File: config.mk
export PLATFORM = sky130hd
export DESIGN_NAME = acfa_log_ctrl
export DESIGN_NICKNAME = d
export VERILOG_FILES = /design/src/rtl/acfa_log_ctrl.sv
export SDC_FILE = /design/constraint.sdc
export NUM_CORES = 1
export LEC_CHECK = 0
export ABC_AREA = 0
export CORE_ASPECT_RATIO = 1.4
export CORE_MARGIN = 3
export CORE_UTILIZATION = 56
export CTS_CLUSTER_SIZE = 14
export DETAILED_ROUTE_END_ITERATION = 8
export PLACE_DENSITY = 0.85
export SYNTH_ARGS = -nofsm -noshare
export SYNTH_HDL_FRONTEND = slang
export SYNTH_SLANG_ARGS = --single-unit
export TNS_END_PERCENT = 20
File: constraint.sdc
create_clock -name clk -period 11.3 [get_ports clk]
set_input_delay 2.26 -clock clk [delete_from_list [all_inputs] [get_ports clk]]
set_output_delay 2.26 -clock clk [all_outputs]
set_load 0.005 [all_outputs]
File: src/rtl/acfa_log_ctrl.sv
// ACFA control-flow log writer: queues (src, dest) branch events, writes each as two 16-bit
// log words, requests verifier flushes, and locks into a sticky violation on tamper/overflow.
module acfa_log_ctrl #(
   parameter logic [15:0] LOG_BASE   = 16'h0140,
   parameter int          LOG_DEPTH  = 64,
   parameter int          PEND_DEPTH = 2
) (
   input  logic        clk,
   input  logic        puc,
   input  logic        ev_valid,
   input  logic [15:0] ev_src,
   input  logic [15:0] ev_dest,
   input  logic        er_exit,
   input  logic        data_wr,
   input  logic [15:0] data_addr,
   input  logic        dma_en,
   input  logic [15:0] dma_addr,
   input  logic        flush_ack,
   output logic        log_wen,
   output logic [15:0] log_addr,
   output logic [15:0] log_wdata,
   output logic [15:0] log_ptr,
   output logic        flush,
   output logic        ER_done,
   output logic        reset
);
   localparam logic [15:0]    LOG_END  = 16'(32'(LOG_BASE) + 4 * LOG_DEPTH - 1);
   localparam logic [15:0]    DEPTH16  = 16'(LOG_DEPTH);
   localparam int             PW       = (PEND_DEPTH > 1) ? $clog2(PEND_DEPTH) : 1;
   localparam int             CW       = $clog2(PEND_DEPTH + 1);
   localparam logic [PW-1:0]  PTR_LAST = PW'(PEND_DEPTH - 1);
   localparam logic [CW-1:0]  CNT_FULL = CW'(PEND_DEPTH);

   typedef enum logic [2:0] {IDLE, WR_SRC, WR_DST, FLUSH, DONE, VIOL} state_t;

   state_t        state_q, state_d;
   logic [31:0]   fifo_q [PEND_DEPTH];
   logic [PW-1:0] wr_ptr_q, wr_ptr_d, rd_ptr_q, rd_ptr_d;
   logic [CW-1:0] cnt_q, cnt_d;
   logic [31:0]   entry_q, entry_d;
   logic [15:0]   log_ptr_q, log_ptr_d;
   logic          er_pending_q, er_pending_d;
   logic          log_wen_q, log_wen_d, flush_q, flush_d;
   logic          er_done_q, er_done_d, reset_q, reset_d;
   logic [15:0]   log_addr_q, log_addr_d, log_wdata_q, log_wdata_d;
   logic [15:0]   entry_addr;

   logic fifo_empty, fifo_full, ev_accept, last_entry, do_pop, do_push, overflow, tamper;

   assign fifo_empty = (cnt_q == '0);
   assign fifo_full  = (cnt_q == CNT_FULL);
   assign ev_accept  = ev_valid && (state_q != DONE) && (state_q != VIOL);
   assign last_entry = ((log_ptr_q + 16'd1) == DEPTH16);
   // A pop is exactly a transition into WR_SRC.
   assign do_pop     = !fifo_empty &&
                       ((state_q == IDLE) || ((state_q == WR_DST) && !last_entry));
   assign overflow   = ev_accept && fifo_full && !do_pop;
   assign do_push    = ev_accept && (!fifo_full || do_pop);
   assign tamper     = (data_wr && (data_addr >= LOG_BASE) && (data_addr <= LOG_END)) ||
                       (dma_en  && (dma_addr  >= LOG_BASE) && (dma_addr  <= LOG_END));

   assign entry_d  = do_pop ? fifo_q[rd_ptr_q] : entry_q;
   assign cnt_d    = cnt_q + CW'(do_push) - CW'(do_pop);
   assign wr_ptr_d = !do_push ? wr_ptr_q : ((wr_ptr_q == PTR_LAST) ? '0 : wr_ptr_q + PW'(1));
   assign rd_ptr_d = !do_pop  ? rd_ptr_q : ((rd_ptr_q == PTR_LAST) ? '0 : rd_ptr_q + PW'(1));

   always_comb begin
      // NOTE: every combinational output gets a default first, so no path can infer a latch.
      state_d      = state_q;
      log_ptr_d    = log_ptr_q;
      er_pending_d = er_pending_q;
      if (er_exit && (state_q != DONE) && (state_q != VIOL)) er_pending_d = 1'b1;
      case (state_q)
         IDLE: begin
            if (!fifo_empty)       state_d = WR_SRC;
            else if (er_pending_q) state_d = FLUSH;
         end
         WR_SRC: state_d = WR_DST;
         WR_DST: begin
            log_ptr_d = log_ptr_q + 16'd1;
            if (last_entry)       state_d = FLUSH;
            else if (!fifo_empty) state_d = WR_SRC;
            else                  state_d = IDLE;
         end
         FLUSH: begin
            if (flush_ack) begin
               log_ptr_d = '0;
               // The final flush only completes if no event is queued or arriving.
               state_d   = (er_pending_q && fifo_empty && !do_push) ? DONE : IDLE;
            end
         end
         default: ;
      endcase
      if (tamper || overflow) begin
         state_d   = VIOL;
         log_ptr_d = log_ptr_q;
      end
   end

   always_comb begin
      entry_addr  = LOG_BASE + {log_ptr_d[13:0], 2'b00};
      log_wen_d   = 1'b0;
      log_addr_d  = '0;
      log_wdata_d = '0;
      case (state_d)
         WR_SRC: begin
            log_wen_d   = 1'b1;
            log_addr_d  = entry_addr;
            log_wdata_d = entry_d[31:16];
         end
         WR_DST: begin
            log_wen_d   = 1'b1;
            log_addr_d  = entry_addr + 16'd2;
            log_wdata_d = entry_d[15:0];
         end
         default: ;
      endcase
      flush_d   = (state_d == FLUSH);
      er_done_d = (state_d == DONE);
      reset_d   = (state_d == VIOL);
   end

   always_ff @(posedge clk) begin
      if (puc) begin
         state_q      <= IDLE;
         wr_ptr_q     <= '0;
         rd_ptr_q     <= '0;
         cnt_q        <= '0;
         entry_q      <= '0;
         log_ptr_q    <= '0;
         er_pending_q <= 1'b0;
         log_wen_q    <= 1'b0;
         log_addr_q   <= '0;
         log_wdata_q  <= '0;
         flush_q      <= 1'b0;
         er_done_q    <= 1'b0;
         reset_q      <= 1'b0;
      end else begin
         state_q      <= state_d;
         wr_ptr_q     <= wr_ptr_d;
         rd_ptr_q     <= rd_ptr_d;
         cnt_q        <= cnt_d;
         entry_q      <= entry_d;
         log_ptr_q    <= log_ptr_d;
         er_pending_q <= er_pending_d;
         log_wen_q    <= log_wen_d;
         log_addr_q   <= log_addr_d;
         log_wdata_q  <= log_wdata_d;
         flush_q      <= flush_d;
         er_done_q    <= er_done_d;
         reset_q      <= reset_d;
      end
   end

   // NOTE: payload slots are not reset; cnt_q alone says which ones hold valid events.
   always_ff @(posedge clk) begin
      if (do_push) fifo_q[wr_ptr_q] <= {ev_src, ev_dest};
   end

   assign log_wen   = log_wen_q;
   assign log_addr  = log_addr_q;
   assign log_wdata = log_wdata_q;
   assign log_ptr   = log_ptr_q;
   assign flush     = flush_q;
   assign ER_done   = er_done_q;
   assign reset     = reset_q;

endmodule

## After elaboration in Yosys (flattened, before gate mapping)

Memories as Yosys holds them, arrays and structs flattened. A register that Yosys moved wholly into a read port is not among the register bits.
Cells that the tools add are included.

- Memories: 1
- Bits in writable memories: 64
- Input bits: 71
- Register bits: 92
- Logic and storage cells: 90

Memory list:

| memory | words | bits a word | read ports | clocked after memory_dff | wr ports | RTL line | source |
|---|---|---|---|---|---|---|---|
| fifo_q | 2 | 32 | 1 | 1 | 1 | 37 | `logic [31:0] fifo_q [PEND_DEPTH];` |

- Mux-type cells: 21
- $add $sub $neg: 7
- Eq/ne operators: 13
- Bitwise gates (word level): 1
- Reduce and logical (&&, ||, !) cells: 29
- $lt $le $gt $ge: 4

Operators with widths:

| cell | number |
|---|---|
| $pmux W16 S2 | 3 |
| $ge A16 B9 Y1 const B | 2 |
| $le A16 B10 Y1 const B | 2 |
| $mux W32 | 1 |
| $add A16 B1 Y16 const B | 1 |
| $add A16 B2 Y16 const B | 1 |
| $add A9 B16 Y16 const A | 1 |
| $eq A16 B7 Y1 const B | 1 |
| $mux W16 | 1 |
| $logic_and A1 B1 Y1 | 15 |
| $mux W3 | 5 |
| $mux W14 | 1 |
| $eq A3 B2 Y1 const B | 4 |
| $pmux W3 S4 | 1 |
| $mux W1 | 8 |
| $eq A3 B1 Y1 const B | 2 |
| $eq A3 B3 Y1 const B | 2 |
| $ne A3 B3 Y1 const B | 2 |
| $logic_not A1 Y1 | 5 |
| $logic_or A1 B1 Y1 | 4 |
| $logic_not A3 Y1 | 1 |
| $reduce_and A3 Y1 | 1 |
| $add A1 B1 Y1 const B | 2 |
| $add A2 B1 Y2 | 1 |
| 8 further kinds | 8 |

## Depth between registers and ports, before layout

- Depth after elaboration: 17
- Gate-level depth with buffers: 17

## Worst setup path before layout

OpenSTA, ideal clock, no wires.

- Path type: in2reg
- Start: in data_addr[15]
- End: reg log_addr_q[12] (netlist: log_addr[12])
- Data required time: 11.168 ns
- Cell stages on the path: 11
- Buffers on the path: 1
- Setup slack: 6.317 ns
- Arrival: 4.851 ns
- Cell sequence: or4b_2 nor4_1 a221o_1 buf_4 nor4_1 a31o_2 a31o_2 ha_1 o311ai_1 xnor2_1 nor3_1

- Word-level cells in the longest chain between the ends: 9
- Elaborated cells between the ends (all ways): 13

Ends and longest elaborated chain:

| element | RTL line | source |
|---|---|---|
| start: declaration | 15 | `input logic [15:0] data_addr,` |
| $ge A16 B9 Y1 | 59 | `assign tamper = (data_wr && (data_addr >= LOG_BASE) && (data_addr <= LOG_END)) \|\|` |
| $logic_and A1 B1 Y1 | 59 |  |
| $logic_and A1 B1 Y1 (*) | 59 |  |
| $logic_or A1 B1 Y1 (*) | 59 |  |
| $logic_or A1 B1 Y1 (*) | 94 | `if (tamper \|\| overflow) begin` |
| $mux W14 (*) | 94 |  |
| net log_ptr_d[4] | 41 | `logic [15:0] log_ptr_q, log_ptr_d;` |
| $add A9 B16 Y16 (*) | 101 | `entry_addr = LOG_BASE + {log_ptr_d[13:0], 2'b00};` |
| $add A16 B2 Y16 | 113 | `log_addr_d = entry_addr + 16'd2;` |
| $pmux W16 S2 (*) | 105 | `case (state_d)` |
| end signal: assignment | 147 | `log_addr_q <= log_addr_d;` |
| end: declaration | 45 | `logic [15:0] log_addr_q, log_addr_d, log_wdata_q, log_wdata_d;` |

Mark *: on every way through the listed nets, which the timed path passes. The rest lies on a longest branch.
A chain may end at the register's enable or synchronous reset.

## Worst setup path in the final report

- Start: in dma_addr[15]
- End: reg log_addr_q[15] (netlist: log_addr[15])

- Word-level cells in the longest chain between the ends: 9
- Elaborated cells between the ends (all ways): 13

Ends and longest elaborated chain:

| element | RTL line | source |
|---|---|---|
| start: declaration | 17 | `input logic [15:0] dma_addr,` |
| $ge A16 B9 Y1 | 60 | `(dma_en && (dma_addr >= LOG_BASE) && (dma_addr <= LOG_END));` |
| $logic_and A1 B1 Y1 | 60 |  |
| $logic_and A1 B1 Y1 (*) | 60 |  |
| $logic_or A1 B1 Y1 (*) | 59 |  |
| $logic_or A1 B1 Y1 (*) | 94 |  |
| $mux W14 (*) | 94 |  |
| net log_ptr_d[5] | 41 |  |
| $add A9 B16 Y16 (*) | 101 |  |
| $add A16 B2 Y16 | 113 |  |
| $pmux W16 S2 (*) | 105 |  |

Marked as above.

==> results.yml <==
die:
  fp.coreArea_um2: 11400
  die_x_um: 97.6
  start_util_pct: 57.7
  fp.dieArea_um2: 13100
  pin_count: 123
  die_y_um: 134
  placementRows: 46
power:
  swShare_pct: 32.7
  pwr-share-seq_pct: 41.4
  power.switching_uw: 598
  p_comb_share_pct: 27.7
  p_int_uw: 1230
  clkPwrFrac_pct: 30.9
  power_density_nw_per_um2: 222
  peakVddDrop_uv: 143
  leakage_uw: 0.00296
sta:
  fmax_ghz: 0.182
  min_period_ns: 5.48
  finClkSkew_ns: 0.00969
  layout_setup_ws_ns: 5.82
  slew_violations: 0
  finalSetupTns_ns: 0
  period_share_pct: 48.5
  slew-limit-headroom_pct: 26.4
  hold_viol: 0
  rsz0062_at_grt: "no"
  worst_pin_slew_ns: 1.10
  setup_viol: 0
logic_synthesis:
  synth_edf_count: 64
  synth_top_area_cell: "edfxtp_1"
  synth_cell_types: 67
  synthFlopType: "dfxtp_1"
  synth_seq_cells: 156
  yosys.area.top_type_share_pct: 29.2
  synth_area_leaders: "edfxtp_1, dfxtp_1, mux2i_1"
  ys_seq_area_share_pct: 57.2
  synth_nets: 658
  synth.avg_cell_area_um2: 11.3
  syn-cell-area_um2: 6580
  yosysWarnings: 0
  async_reset_ff_share_pct: 0
  netlist_instances: 583
detailed_routing:
  drcViolationCount: 0
  routed.top_layer: "met4"
  drt-pass1-iter-count: 5
  totalWireLength_um: 15200
  met3_length_um: 748
  via_per_inst: 5.93
  ant_nets: 0
  dr_wl_met2_um: 8200
  wl_met1_um: 5770
  drt_iter0_markers: 275
  vias: 4913
  wl_per_cell_um: 18.3
layout:
  fin_nets: 747
  diodes: 0
  seqCellArea_um2: 3760
  layout-drive-gt1-share_pct: 13.0
  num-fill-cells: 779
  multiInputGateArea_um2: 2580
  area_delta_synth_final_pct: 25.3
  layout_common_cells: "clkdlybuf4s50_1, dfxtp_1, nor2_1, edfxtp_1, mux2i_1"
  final_common_cell: "clkdlybuf4s50_1"
clock_tree:
  clockRootBuffer: "clkbuf_16"
  cts_sinks: 156
  cts_setup_buffers: 0
  h-tree-depth: 4
  clk_pin_slew_ns: 0.07
  cts_max_path_buffers: 2
  hold_buffers: 0
  cts_buffers: 17
  worstSkewPairLatency_ns: 0.42
  ctsResizeCount: 0
  cts_tree: "done"
grt:
  grt-ovfl-total: 0
  grt_first_pass_wirelength_um: 24600
  grt_pass1_vias: 5034
  grt_usage_pct: 23.5
  grt_max_degree: 106
  antenna_found_initial: 0
outcome:
  status: "completed"
placed_design:
  port_buffers: 109
  hpwl_um: 10000
  pre_cts_slack_ns: 5.49
  place_congestion: 0.866
setup_path:
  criticalPathCategory: "input pin to flop"
  cp.required_ns: 11.60
  path_max_fanout: 16
  arrival_ns: 5.78
  cp-start-kind: "input pin"
  end_kind: "flop"
run:
  drv_cap: 0
hold_path:
  hold_path_class: "flop to flop"
## cell type report
class | instances | area share (%)
clock inverters | 15 | 1.97
flip-flops and latches | 156 | 45.7
well taps | 144 | 2.19
repair buffers | 109 | 13.2
inverters | 11 | 0.501
clock buffers | 17 | 5.16
multi-input cells | 377 | 31.3
## layer usage
layer  GRT usage [%]  vias to the layer above
met5               0                        -
met1            25.7                     2373
li1                -                     2319
met2            43.1                      185
met3            5.10                       36
met4            10.8                        0
## cells by family after synthesis
logic type,Yosys count,share of synthesized area (%)
other cells,1,0.0570
buf+inv,50,3.78
compound gates,95,11.2
xor+xnor,13,1.73
fa+ha+maj,4,0.761
mux,49,7.76
flops,156,57.2
simple gates,215,17.5
## final timing paths
kind | slack [ns] | startpoint | cells after the start | to
worst max-delay path | 5.82 | dma_addr[15] | 9 | log_addr[15]
worst max register to register | 6.96 | log_ptr[0] | 14 | cnt_q[1]
worst min-delay path | 0.49 | entry_q[8] | 2 | entry_q[8]
worst min register to register | 0.49 | entry_q[8] | 2 | entry_q[8]
## worst max-delay path, cell delays in order
cell and delay [ns]:
clkdlybuf4s50_1 0.39, or4b_2 0.66, nor4_1 0.30, a221o_1 0.60, a211oi_1 0.25, o31ai_2 0.50, a211oi_2 0.23, o31a_1 0.29
nor4_1 0.29
## Yosys cell counts, drive strengths merged (5+ instances only)
| master | number |
|---|---|
| a211oi | 6 |
| a21oi | 29 |
| a31oi | 6 |
| and3 | 10 |
| buf | 22 |
| clkbuf | 17 |
| dfxtp | 92 |
| edfxtp | 64 |
| inv | 10 |
| mux2 | 16 |
| mux2i | 33 |
| nand2 | 12 |
| nand2b | 6 |
| nand3 | 15 |
| nand4 | 5 |
| nor2 | 84 |
| nor2b | 7 |
| nor3 | 16 |
| nor4 | 18 |
| o21ai | 11 |
| o31ai | 18 |
| or3 | 22 |
| or4 | 5 |
| xnor2 | 11 |
## registers in the layout (all words and copies together) (netlist names), named ones only
| name | flops |
|---|---|
| flush | 1 |
| er_pending_q | 1 |
| log_ptr | 16 |
| cnt_q | 2 |
| state_q | 3 |
| entry_q | 32 |
| log_wen | 1 |
| rd_ptr_q | 1 |
| wr_ptr_q | 1 |
| log_addr | 15 |
| reset | 1 |
| log_wdata | 16 |
| fifo_q | 64 |
| ER_done | 1 |
## power groups by stage
| stage | Clock [uW] | Sequential [uW] | Combinational, uW |
|---|---|---|---|
| 6_report | 565 | 758 | 507 |
| 5_1_grt | 594 | 770 | 558 |
| 4_1_cts | 572 | 758 | 509 |
| 3_5_place_dp | 0 | 769 | 499 |
| 3_3_place_gp | 0 | 765 | 483 |
| 2_1_floorplan | 0 | 730 | 393 |
## stage by stage
step / hold slack (ns) / utilization, % / cells / total power (uW) / instance area [um2]
3_5_place_dp: 0.473 / 67.2 / 797 / 1270 / 7660
6_report: 0.486 / 72.4 / 829 / 1830 / 8250
2_1_floorplan: 0.447 / - / 583 / 1120 / 6580
5_1_grt: 0.518 / 72.4 / 829 / 1920 / 8250
4_1_cts: 0.495 / 72.4 / 829 / 1840 / 8250
3_3_place_gp: 0.465 / 67.2 / 797 / 1250 / 7660
No activity file was read; power rests on OpenSTA's default activity.
